[config.mk]
export PLATFORM = sky130hd
export DESIGN_NAME = instruction_fetch
export DESIGN_NICKNAME = d
export VERILOG_FILES = /design/src/rtl/instruction_fetch.sv
export SDC_FILE = /design/constraint.sdc
export NUM_CORES = 1
export LEC_CHECK = 0
export ABC_CLOCK_PERIOD_IN_PS = 4500
export CORE_ASPECT_RATIO = 1.5
export CORE_MARGIN = 5
export CORE_UTILIZATION = 45
export CTS_CLUSTER_SIZE = 30
export DETAILED_ROUTE_END_ITERATION = 8
export PLACE_DENSITY = 0.77
export SETUP_SLACK_MARGIN = 0.4
export SLEW_MARGIN = 20
export SYNTH_ARGS = -nofsm -noshare
export SYNTH_HDL_FRONTEND = slang
export SYNTH_SLANG_ARGS = --single-unit
[constraint.sdc]
create_clock -name Clock_i -period 4.5 [get_ports Clock_i]
set_input_delay 0.45 -clock Clock_i [delete_from_list [all_inputs] [get_ports Clock_i]]
set_output_delay 0.45 -clock Clock_i [all_outputs]
set_load 0.02 [all_outputs]
[src/rtl/instruction_fetch.sv]
// Fetch stage: owns the PC, runs one instruction-memory request at a time and hands
// each word plus its PC+4 to IF/ID. Optional misaligned-target trap: FETCH_ALIGN_CHECK_EN.
module instruction_fetch #(
    parameter logic [31:0] RESET_PC = 32'h0000_0000
) (
    input  logic        Clock_i,
    input  logic        Reset_i,
    input  logic        Start_i,
    input  logic        Stall_i,
    input  logic        Branch_i,
    input  logic [31:0] Target_i,
    output logic        IMemReq_o,
    output logic [31:0] IMemAddr_o,
    input  logic        IMemAck_i,
    input  logic [31:0] IMemData_i,
    output logic [31:0] PC_o,
    output logic [31:0] PC4_o,
    output logic [31:0] Inst_o,
    output logic        IFID_o,
    output logic        Flush_o
`ifdef FETCH_ALIGN_CHECK_EN
   ,output logic        AddrErr_o
`endif
);

    typedef enum logic [1:0] {IDLE, FETCH, HOLD, DRAIN} state_t;

    state_t      state, state_nx;
    logic [31:0] pc, pc_nx;
    logic [31:0] req_addr, req_addr_nx;
    logic [31:0] inst, inst_nx;
    logic [31:0] pc4, pc4_nx;
    logic [31:0] tgt;
    logic        bad_tgt;
    logic        err;
    logic        go;

`ifdef FETCH_ALIGN_CHECK_EN
    assign tgt     = Target_i;
    assign bad_tgt = Branch_i && (Target_i[1:0] != 2'b00);

    // Sticky: once a misaligned redirect is seen, nothing new is fetched until reset.
    always_ff @(posedge Clock_i or posedge Reset_i) begin
        if (Reset_i) err <= 1'b0;
        else         err <= err | bad_tgt;
    end
    assign AddrErr_o = err;
`else
    assign tgt     = Target_i & 32'hFFFF_FFFC;
    assign bad_tgt = 1'b0;
    assign err     = 1'b0;
`endif

    assign go = Start_i && !err && !bad_tgt;

    always_ff @(posedge Clock_i or posedge Reset_i) begin
        if (Reset_i) begin
            state    <= IDLE;
            pc       <= RESET_PC;
            req_addr <= RESET_PC;
            inst     <= 32'h0;
            pc4      <= 32'h0;
        end else begin
            state    <= state_nx;
            pc       <= pc_nx;
            req_addr <= req_addr_nx;
            inst     <= inst_nx;
            pc4      <= pc4_nx;
        end
    end

    // A redirect always wins; with Start_i low every exit that would refetch goes IDLE.
    always_comb begin
        state_nx    = state;
        pc_nx       = pc;
        req_addr_nx = req_addr;
        inst_nx     = inst;
        pc4_nx      = pc4;
        IMemReq_o   = 1'b0;
        IFID_o      = 1'b0;
        Flush_o     = 1'b0;
        case (state)
            IDLE: begin
                if (Branch_i) begin
                    pc_nx   = tgt;
                    Flush_o = bad_tgt;
                end else if (go) begin
                    state_nx    = FETCH;
                    req_addr_nx = pc;
                end
            end
            FETCH: begin
                IMemReq_o = 1'b1;
                if (Branch_i) begin
                    Flush_o = 1'b1;
                    pc_nx   = tgt;
                    if (IMemAck_i) begin
                        state_nx    = go ? FETCH : IDLE;
                        req_addr_nx = go ? tgt : req_addr;
                    end else begin
                        state_nx = DRAIN;
                    end
                end else if (IMemAck_i) begin
                    inst_nx  = IMemData_i;
                    pc4_nx   = req_addr + 32'd4;
                    pc_nx    = req_addr + 32'd4;
                    state_nx = HOLD;
                end
            end
            HOLD: begin
                if (Branch_i) begin
                    Flush_o     = 1'b1;
                    pc_nx       = tgt;
                    state_nx    = go ? FETCH : IDLE;
                    req_addr_nx = go ? tgt : req_addr;
                end else if (!Stall_i) begin
                    IFID_o      = 1'b1;
                    state_nx    = go ? FETCH : IDLE;
                    req_addr_nx = go ? pc : req_addr;
                end
            end
            DRAIN: begin
                IMemReq_o = 1'b1;
                if (Branch_i) begin
                    Flush_o = 1'b1;
                    pc_nx   = tgt;
                end
                // Returned word belongs to a squashed path; drop it.
                if (IMemAck_i) begin
                    state_nx    = go ? FETCH : IDLE;
                    req_addr_nx = go ? pc_nx : req_addr;
                end
            end
            default: state_nx = IDLE;
        endcase
    end

    assign IMemAddr_o = req_addr;
    assign PC_o       = pc;
    assign PC4_o      = pc4;
    assign Inst_o     = inst;

endmodule

# Yosys cells after proc, flatten, opt, wreduce, memory -nomap -nowiden
# Index checks and enable logic that the tools add are counted.
[word_totals] regBits=130 input_bits=70 output_inout_bits=131
[op_classes] n_addsub=1 eq_ne=11 mux=30 bitwise_logic=1 n_reduce_logical=7
[op_table] cell="two-way mux 32 bit" count=12
[op_table] cell="case mux 32 bit (4 select lines)" count=1
[op_table] cell="case mux 32 bit (2 select lines)" count=1
[op_table] cell="adder 32 x 3 -> 32 bit (second input constant)" count=1
[op_table] cell="two-way mux 2 bit" count=8
[op_table] cell="inequality test 2 bit (second input constant)" count=6
[op_table] cell="case mux 2 bit (4 select lines)" count=1
[op_table] cell="two-way mux 1 bit" count=6
[op_table] cell="inequality test 3 bit (second input constant)" count=2
[op_table] cell="AND reduction 6 bit" count=1
[op_table] cell="OR reduction 3 bit" count=2
[op_table] cell="AND reduction 5 bit" count=1
[op_table] cell="== test 2 bit (second input constant)" count=2
[op_table] cell="AND reduction 3 bit" count=1
[op_table] cell="== test 2 x 1 -> 1 bit (second input constant)" count=1
[op_table] cell="zero test 2 bit" count=1
[op_table] cell="case mux 1 bit (2 select lines)" count=1
[op_table] cell="OR reduction 2 bit" count=1
[op_table] cell="inverter 1 bit" count=1

# Depth between registers and ports, before layout
# Gate-level depths: netlist (run 1).
[logic_depth] depth_word=4 depth_mapped=8

# Worst setup path before layout (run 1)
# No wires, ideal clock.
[synth_timing] path_kind="input port to output port" start="input Branch_i" end="output IFID_o" arrival_ns=1.975 t_required_ns=4.050 slack_ns=2.075 path_stages=6 path_cell_list="clkbuf_1 -> buf_2 -> buf_2 -> buf_2 -> buf_2 -> nor4_1"
[synth_between] elab_chain_cells=2
[synth_rtl] element="start, declared" line="10" source="input logic Branch_i,"
[synth_rtl] element="two-way mux 1 bit" line="111" source="if (Branch_i) begin"
[synth_rtl] element="two-way mux 1 bit" line="82" source="case (state)"
[synth_rtl] element="end, declared" line="19" source="output logic IFID_o,"
# Every way passes these cells.

# Worst setup path after layout (run 1)
[layout_timing] start="register state[0]" end="register req_addr[15] (netlist: IMemAddr_o[15])"
[layout_between] elab_chain_cells=3 elab_cells_between_ends=12 classes_between="eq/ne (9); mux (1); reduce/logical (2)"
[layout_rtl] element="start, declared" line="28" source="state_t state, state_nx;"
[layout_rtl] element="start signal, assigned" line="64" source="state <= state_nx;"
[layout_rtl] element="== test 2 bit, or another cell as far along" line="82"
[layout_rtl] element="inequality test 3 bit (no line) / inequality test 2 bit (equally long branches)"
[layout_rtl] element="AND reduction 6 bit (no line)"
[layout_rtl] element="end signal, assigned" line="66" source="req_addr <= req_addr_nx;"
[layout_rtl] element="end, declared" line="30" source="logic [31:0] req_addr, req_addr_nx;"
# Several ways; a longest one is shown, not always the timed one.
# A chain may end at the register's enable or synchronous reset.

==> results of run 1 <==
-- worst reg2reg max path, delay by kind of cell (launching register included) --
family	cells	cell delay [ps]
AOI/OAI and AO/OA	3	1380
buffers and inverters	1	310
DFF	1	560
and+or+nand+nor	2	750
-- stage by stage --
step | worst slack, ps | hold WS (ps) | std cells | util [%]
floorplan | 580.7 | 555.4 | 819 | -
global placement | 1320 | 457.3 | 1176 | 59.15
detailed placement | 1281 | 462.1 | 1176 | 59.15
CTS | 1460 | 477.2 | 1208 | 63.10
global route | 1191 | 493.1 | 1208 | 63.10
finish | 1396 | 473.1 | 1208 | 63.10
-- where the power goes --
part           switching, mW  internal, mW  total, mW  leakage, nW
clock network          0.552         0.898       1.45        0.296
registers              0.514          1.59       2.11         1.61
logic                   1.50          1.23       2.73         2.30
total                   2.56          3.72       6.29         4.21
-- state kept, by name, summed over array words and instances, names as in the netlist --
signal      cells
Inst_o         32
PC_o           32
IMemAddr_o     32
state           2
PC4_o          32
-- path summary, 6_finish.rpt --
path / from / endpoint / slack, ps / depth (start not counted)
setup / recovery: state[0]$_DFFE_PP0P_ / IMemAddr_o[15]$_DFFE_PP0P_ / 1400 / 6
setup reg to reg: state[0]$_DFFE_PP0P_ / IMemAddr_o[15]$_DFFE_PP0P_ / 1400 / 6
hold / removal: Inst_o[26]$_DFFE_PP0P_ / Inst_o[26]$_DFFE_PP0P_ / 470 / 2
max in group asynchronous: Reset_i / PC4_o[8]$_DFFE_PP0P_ / 3110 / 3
hold reg to reg: Inst_o[26]$_DFFE_PP0P_ / Inst_o[26]$_DFFE_PP0P_ / 470 / 2
min in group asynchronous: Reset_i / PC_o[4]$_DFFE_PP0N_ / 500 / 2
-- layout make-up --
class / count / area (µm²)
Clock buffer: 19 / 442.9
Clock inverter: 13 / 171.4
Fill cell: 1347 / 5741
Inverter: 11 / 43.79
Multi-Input combinational cell: 621 / 3552
Sequential cell: 130 / 3253
Tap cell: 203 / 254.0
Timing Repair Buffer: 211 / 2097
-- routing by layer --
metal  share of wire [%]  vias up
li1                    -     3233
met1                  37     3389
met2                  50      366
met3                 9.3       64
met4                 4.2        0
met5                   0        -
-- logic make-up (layout without fill, tap and decap cells) --
family / after synthesis / after routing / share of synthesized area [%]
DFF: 130 / 130 / 45.86
xor gates and xnor gates: 29 / 29 / 3.581
AOI/OAI and AO/OA: 207 / 207 / 18.45
buffers and inverters: 68 / 254 / 4.128
adders and majority gates: 1 / 1 / 0.1764
muxes: 36 / 36 / 5.098
and+or+nand+nor: 348 / 348 / 22.70
-- cell usage after synthesis, types with 4 or more instances --
| master | number | area (µm²) |
|---|---|---|
| a211oi_1 | 9 | 67.56 |
| a21o_1 | 6 | 45.04 |
| a21oi_1 | 61 | 305.3 |
| a221o_1 | 4 | 40.04 |
| a22oi_1 | 13 | 97.59 |
| a31oi_1 | 5 | 31.28 |
| and3_1 | 8 | 50.05 |
| buf_1 | 4 | 15.01 |
| buf_2 | 27 | 135.1 |
| clkbuf_1 | 25 | 93.84 |
| dfrtp_1 | 130 | 3253 |
| inv_1 | 11 | 41.29 |
| mux2i_1 | 35 | 350.3 |
| nand2_1 | 214 | 803.3 |
| nand2b_1 | 10 | 62.56 |
| nand3_1 | 28 | 140.1 |
| nand4_1 | 11 | 68.82 |
| nor2_1 | 31 | 116.4 |
| nor2b_1 | 14 | 87.58 |
| nor3b_1 | 4 | 30.03 |
| nor4_1 | 9 | 56.30 |
| o21ai_0 | 54 | 270.3 |
| o21ai_1 | 4 | 20.02 |
| o221a_2 | 6 | 67.56 |
| o22ai_1 | 12 | 75.07 |
| o2bb2ai_1 | 11 | 96.34 |
| xnor2_1 | 10 | 87.58 |
| xor2_1 | 19 | 166.4 |
==> summary.md, run 1 <==
| Metric | Value |
|---|---|
| Status | `complete, no violations` |
| Site row count | `56` |
| DP Area | `0.009200 mm²` |
| Commonest non-fill, non-tap cell in the layout | `nand2_1` |
| Number of global-route vias before repair | `7,096` |
| F_max | `roughly 320 MHz` |
| Vias per cell | `5.838` |
| CP arrival | `3400 ps` |
| Maximum VDD drop | `0.3566 mV` |
| Post-CTS setup buffers | `0` |
| TritonCTS Buffers | `17` |
| Syn Std Cell Area | `0.007093 mm²` |
| Clock root cell | `clkbuf_16` |
| Post-detailed-route count of antenna-violating nets | `0` |
| Mean area per synthesized cell | `8.661 µm²` |
| GRT Total Usage | `25.90%` |
| Max_cap viols | `0` |
| Clock sinks | `130` |
| # IOs | `201` |
| First-pass GRT wire length | `37.89 mm` |
| Detailed Routing Iterations Pass 1 | `5` |
| Met1 Usage GRT | `~30%` |
| GRT Max-Usage Layer | `met2` |
| HPWL reported at the end of detailed placement | `16.94 mm` |
| Die X-Extent | `112.5 µm` |
| Ant diodes | `0` |
| Largest net degree at the start of global routing | `76` |
| Die ar. | `0.01843 mm²` |
| Routed wire length | `23.78 mm` |
| Max incr delay on CP | `840 ps` |
| Initial Util | `45.60%` |
| Critical Path RT | `4800 ps` |
| Global route overflow | `0` |
| Crit-path max FO | `29` |
| CP endpoint kind | `flop` |
| Final Max Tran Viols | `0` |
| GPL Wtd Cong | `0.8684` |
| Post_cts resized | `0` |
| Setup TNS | `0 ps` |
| Most frequent cells in the layout | `nand2_1 (213), clkdlybuf4s50_1 (196), dfrtp_1 (130)` |
| Drt drc | `0` |
| Nets | `1,063` |
| Wire per inst | `19.68 µm` |
| CP cell instances | `buf_4 -> nor3b_1 -> a21o_1 -> a21o_1 -> nor2_1 -> o221a_2` |
| Clock-pin slew on the worst setup and hold paths | `60 ps` |
| Crit path top cell by count | `a21o_1` |
| Power per cell area | `640.9 mW/mm²` |
| Synth Instances | `about 800` |
| Tot Pwr | `6.290 mW` |
| Layout cells sized above 1 | `under 10%` |
| Vias | `7,052` |
| Slowest stage cell, crit path | `a21o_1` |
| Unrepaired setup endpoints after global routing | `no` |
| Hold Crit Class | `flop to flop` |
| CTS Hold Bufs | `0` |
| CTS tree | `built` |
| CP bufs+invs | `1` |
| Longest Clk Path Bufs | `2` |
| Leak | `roughly 4.2 nW` |
| Core Area | `roughly 0.016 mm²` |
| Worst-margin pin slew | `between 1000 and 1500 ps` |
| Initial drt markers | `551` |
| Met3 Use GR | `6.819%` |
| Register area share after synthesis | `45.86%` |
| Yosys cell types | `59` |
| Hold Violations, Final | `0` |
| Met2 usage | `44.22%` |
| Ys async rst share | `100.0%` |
| Period utilisation layout | `68.97%` |
| # setup viols final | `0` |
| Synth warn | `0` |
| Delay-heaviest family, CP | `compound AO/OA/AOI/OAI gates` |
| PortBufs | `just under 200` |
| Crit path launch type | `flop` |
| Area grow syn2layout | `38.37%` |
| Post-synthesis register bit count | `130` |
| Slew HR | `approximately 28%` |
| Die outline height | `163.8 µm` |
| Fin area | `approximately 0.0098 mm²` |
| EDFF count, synth | `0` |
| Top FF cell, synth | `dfrtp_1` |
| Syn_nets | `890` |
| Clock Latency Late Sink | `410 ps` |
| Number of H-tree levels | `4` |
| Crit path time final | `3104 ps` |
| Final Skew | `9.742 ps` |
| Crit path kind | `flop to flop` |
| Initial antenna violation count | `0` |
(Power assumes the default switching activity.)
==> run 2, diff against run 1 <==
--- a/config.mk
+++ b/config.mk
@@ -5,7 +5,7 @@
 export SDC_FILE = /design/constraint.sdc
 export NUM_CORES = 1
 export LEC_CHECK = 0
-export ABC_CLOCK_PERIOD_IN_PS = 4500
+export ABC_CLOCK_PERIOD_IN_PS = 3220
 export CORE_ASPECT_RATIO = 1.5
 export CORE_MARGIN = 5
 export CORE_UTILIZATION = 45
==> constraint.sdc (replaced) <==
create_clock -name Clock_i -period 3.22 [get_ports Clock_i]
set_input_delay 0.322 -clock Clock_i [delete_from_list [all_inputs] [get_ports Clock_i]]
set_output_delay 0.322 -clock Clock_i [all_outputs]
set_load 0.02 [all_outputs]
==> run 2 against run 1 <==
Routed wire length is 3.5% higher. Non-clock buffer count is 15 higher. Sequential power is 37% higher. Total power is 39% higher. Critical path type is now flop to output pin. Critical endpoint is now IFID_o.
==> summary.md, run 2 (synthesis results as in run 1) <==
| Metric | Value |
|---|---|
| Status | `complete, no violations` |
| Number of H-tree levels | `4 (unchanged)` |
| Switch Pwr | `3.653 mW (+42%)` |
| Commonest non-fill, non-tap cell in the layout | `nand2_1` |
| Comb pwr share | `45.3% (+1.9 points)` |
| Storage cell area | `0.003253 mm² (unchanged)` |
| Met2 usage | `44.03% (-0.19 points)` |
| Area of the multi-input gates | `0.003552 mm² (unchanged)` |
| Maximum VDD drop | `0.5794 mV (+62%)` |
| Met1 Usage GRT | `30.60% (+0.49 points)` |
| PortBufs | `198 (unchanged)` |
| Max_cap viols | `0 (unchanged)` |
| CP endpoint kind | `output pin` |
| Setup ws final | `530.1 ps (-866.4 ps)` |
| Global route overflow | `0 (unchanged)` |
| Nets | `1,078 (+1.4%)` |
| GPL Wtd Cong | `0.9113 (+4.9%)` |
| Initial drt markers | `524 (-4.9%)` |
| Switch share | `41.80% (+1.0 points)` |
| Clock Power Share | `21.5% (-1.6 points)` |
| CP cell instances | `buf_4 -> inv_1 -> nor4_1 -> clkdlybuf4s50_1` |
| CP arrival | `2370 ps (-1030 ps)` |
| Setup TNS | `0 ps (unchanged)` |
| Crit path kind | `flop to output pin` |
| Detailed Routing Iterations Pass 1 | `7 (+2)` |
| Vias per cell | `5.817 (-0.36%)` |
| First-pass GRT wire length | `38.43 mm (+1.4%)` |
| Ant diodes | `0 (unchanged)` |
| Slew HR | `39.01% (+11 points)` |
| Post-place setup slack | `658.8 ps (-622.6 ps)` |
| Longest Clk Path Bufs | `2 (unchanged)` |
| Crit-path max FO | `18 (-38%)` |
| Final Skew | `14.52 ps (+4.782 ps)` |
| Flop pwr share | `33.2% (-0.3 points)` |
| Initial antenna violation count | `0 (unchanged)` |
| Post_cts resized | `0 (unchanged)` |
| Die outline height | `163.8 µm (unchanged)` |
| Crit path launch type | `flop` |
| F_max | `371.8 MHz` |
| Final Max Tran Viols | `0 (unchanged)` |
| # setup viols final | `0 (unchanged)` |
| Critical Path RT | `2900 ps (-1900 ps)` |
| Worst-margin pin slew | `908.8 ps (-170.6 ps)` |
| CTS Hold Bufs | `0 (unchanged)` |
| Clock sinks | `130 (unchanged)` |
| Site row count | `56 (unchanged)` |
| Leak | `4.255 nW (+1.1%)` |
| Fillers | `1,328 (-1.4%)` |
| Routed wire length | `24.62 mm (+3.5%)` |
| TritonCTS Buffers | `17 (unchanged)` |
| CTS tree | `built` |
| Unrepaired setup endpoints after global routing | `no` |
| Die ar. | `0.01843 mm² (unchanged)` |
| GRT Total Usage | `26.42% (+0.52 points)` |
| # IOs | `201 (unchanged)` |
| CP bufs+invs | `3 (+2)` |
| Vias | `7,114 (+0.88%)` |
| Number of global-route vias before repair | `7,122 (+0.37%)` |
| Post-detailed-route count of antenna-violating nets | `0 (unchanged)` |
| Core Area | `0.01555 mm² (unchanged)` |
| Area grow syn2layout | `39.39%` |
| Power per cell area | `883.9 mW/mm² (+38%)` |
| Initial Util | `45.60% (unchanged)` |
| Drt drc | `0 (unchanged)` |
| Delay-heaviest family, CP | `buffers and inverters` |
| HPWL reported at the end of detailed placement | `17.52 mm (+3.4%)` |
| Clock root cell | `clkbuf_16` |
| Post-CTS setup buffers | `0 (unchanged)` |
| Crit path time final | `2690 ps` |
| Most frequent cells in the layout | `nand2_1 (213), clkdlybuf4s50_1 (196), dfrtp_1 (130)` |
| Slowest stage cell, crit path | `clkdlybuf4s50_1` |
| Period utilisation layout | `83.54%` |
| Hold Crit Class | `input pin to asynchronous set/reset pin` |
| Wire per inst | `20.13 µm (+2.3%)` |
| Hold Violations, Final | `0 (unchanged)` |
| Die X-Extent | `112.5 µm (unchanged)` |
| Largest net degree at the start of global routing | `64 (-16%)` |
| Internal Dissipation | `5.086 mW (+37%)` |
| Met3 Use GR | `7.409% (+0.59 points)` |
| GRT Max-Usage Layer | `met2` |
| Layout cells sized above 1 | `7.843% (+1.5 points)` |
| Clock Latency Late Sink | `420 ps (about the same)` |
| Max incr delay on CP | `660 ps (-180 ps)` |
| Clock-pin slew on the worst setup and hold paths | `60 ps (about the same)` |
[run 2: final cells by class]
cell class / instances / share of cell area, %
flip-flops and latches: 130 / 32.90
clock inverters: 15 / 1.493
inverters: 11 / 0.4556
clock buffers: 17 / 4.303
well taps: 203 / 2.569
repair buffers: 226 / 22.35
multi-input cells: 621 / 35.93
[run 2: worst paths after layout]
check	startpoint	endpoint	slack [ps]	depth (start not counted)
setup / recovery	state[1]$_DFFE_PP0P_	IFID_o	530	4
hold / removal	Reset_i	PC_o[19]$_DFFE_PP0N_	230	2
setup reg to reg	state[0]$_DFFE_PP0P_	IMemAddr_o[11]$_DFFE_PP0P_	760	5
hold reg to reg	Inst_o[16]$_DFFE_PP0P_	Inst_o[16]$_DFFE_PP0P_	470	2
max in group asynchronous	Reset_i	IMemAddr_o[13]$_DFFE_PP0P_	2360	3
min in group Clock_i	IMemData_i[8]	Inst_o[8]$_DFFE_PP0P_	420	3
[run 2: through the flow]
step / hold slack (ps) / instance area (µm²) / power, mW / std cells / utilization (%)
6_report: 234.2 / 9887 / 8.739 / 1223 / 63.56
5_1_grt: 263.0 / 9887 / 9.204 / 1223 / 63.56
4_1_cts: 237.4 / 9887 / 8.759 / 1223 / 63.56
3_5_place_dp: 461.4 / 9314 / 6.848 / 1191 / 59.88
3_3_place_gp: 456.9 / 9314 / 6.780 / 1191 / 59.88
2_1_floorplan: 427.4 / 7097 / 4.835 / 819 / -
[run 2: metal layers]
layer | vias up | share of wire [%]
met2 | 371 | 49
met4 | 0 | 5.5
met1 | 3402 | 37
li1 | 3251 | -
met3 | 90 | 8.8
met5 | - | 0
[run 2: power groups by stage]
stage          Combinational, mW  Sequential, mW  Clock [mW]
4_1_cts                     3.98            2.88        1.90
2_1_floorplan               1.38            3.45           0
6_report                    3.96            2.90        1.88
3_5_place_dp                3.95            2.89           0
3_3_place_gp                3.90            2.88           0
5_1_grt                     4.24            2.97        1.98
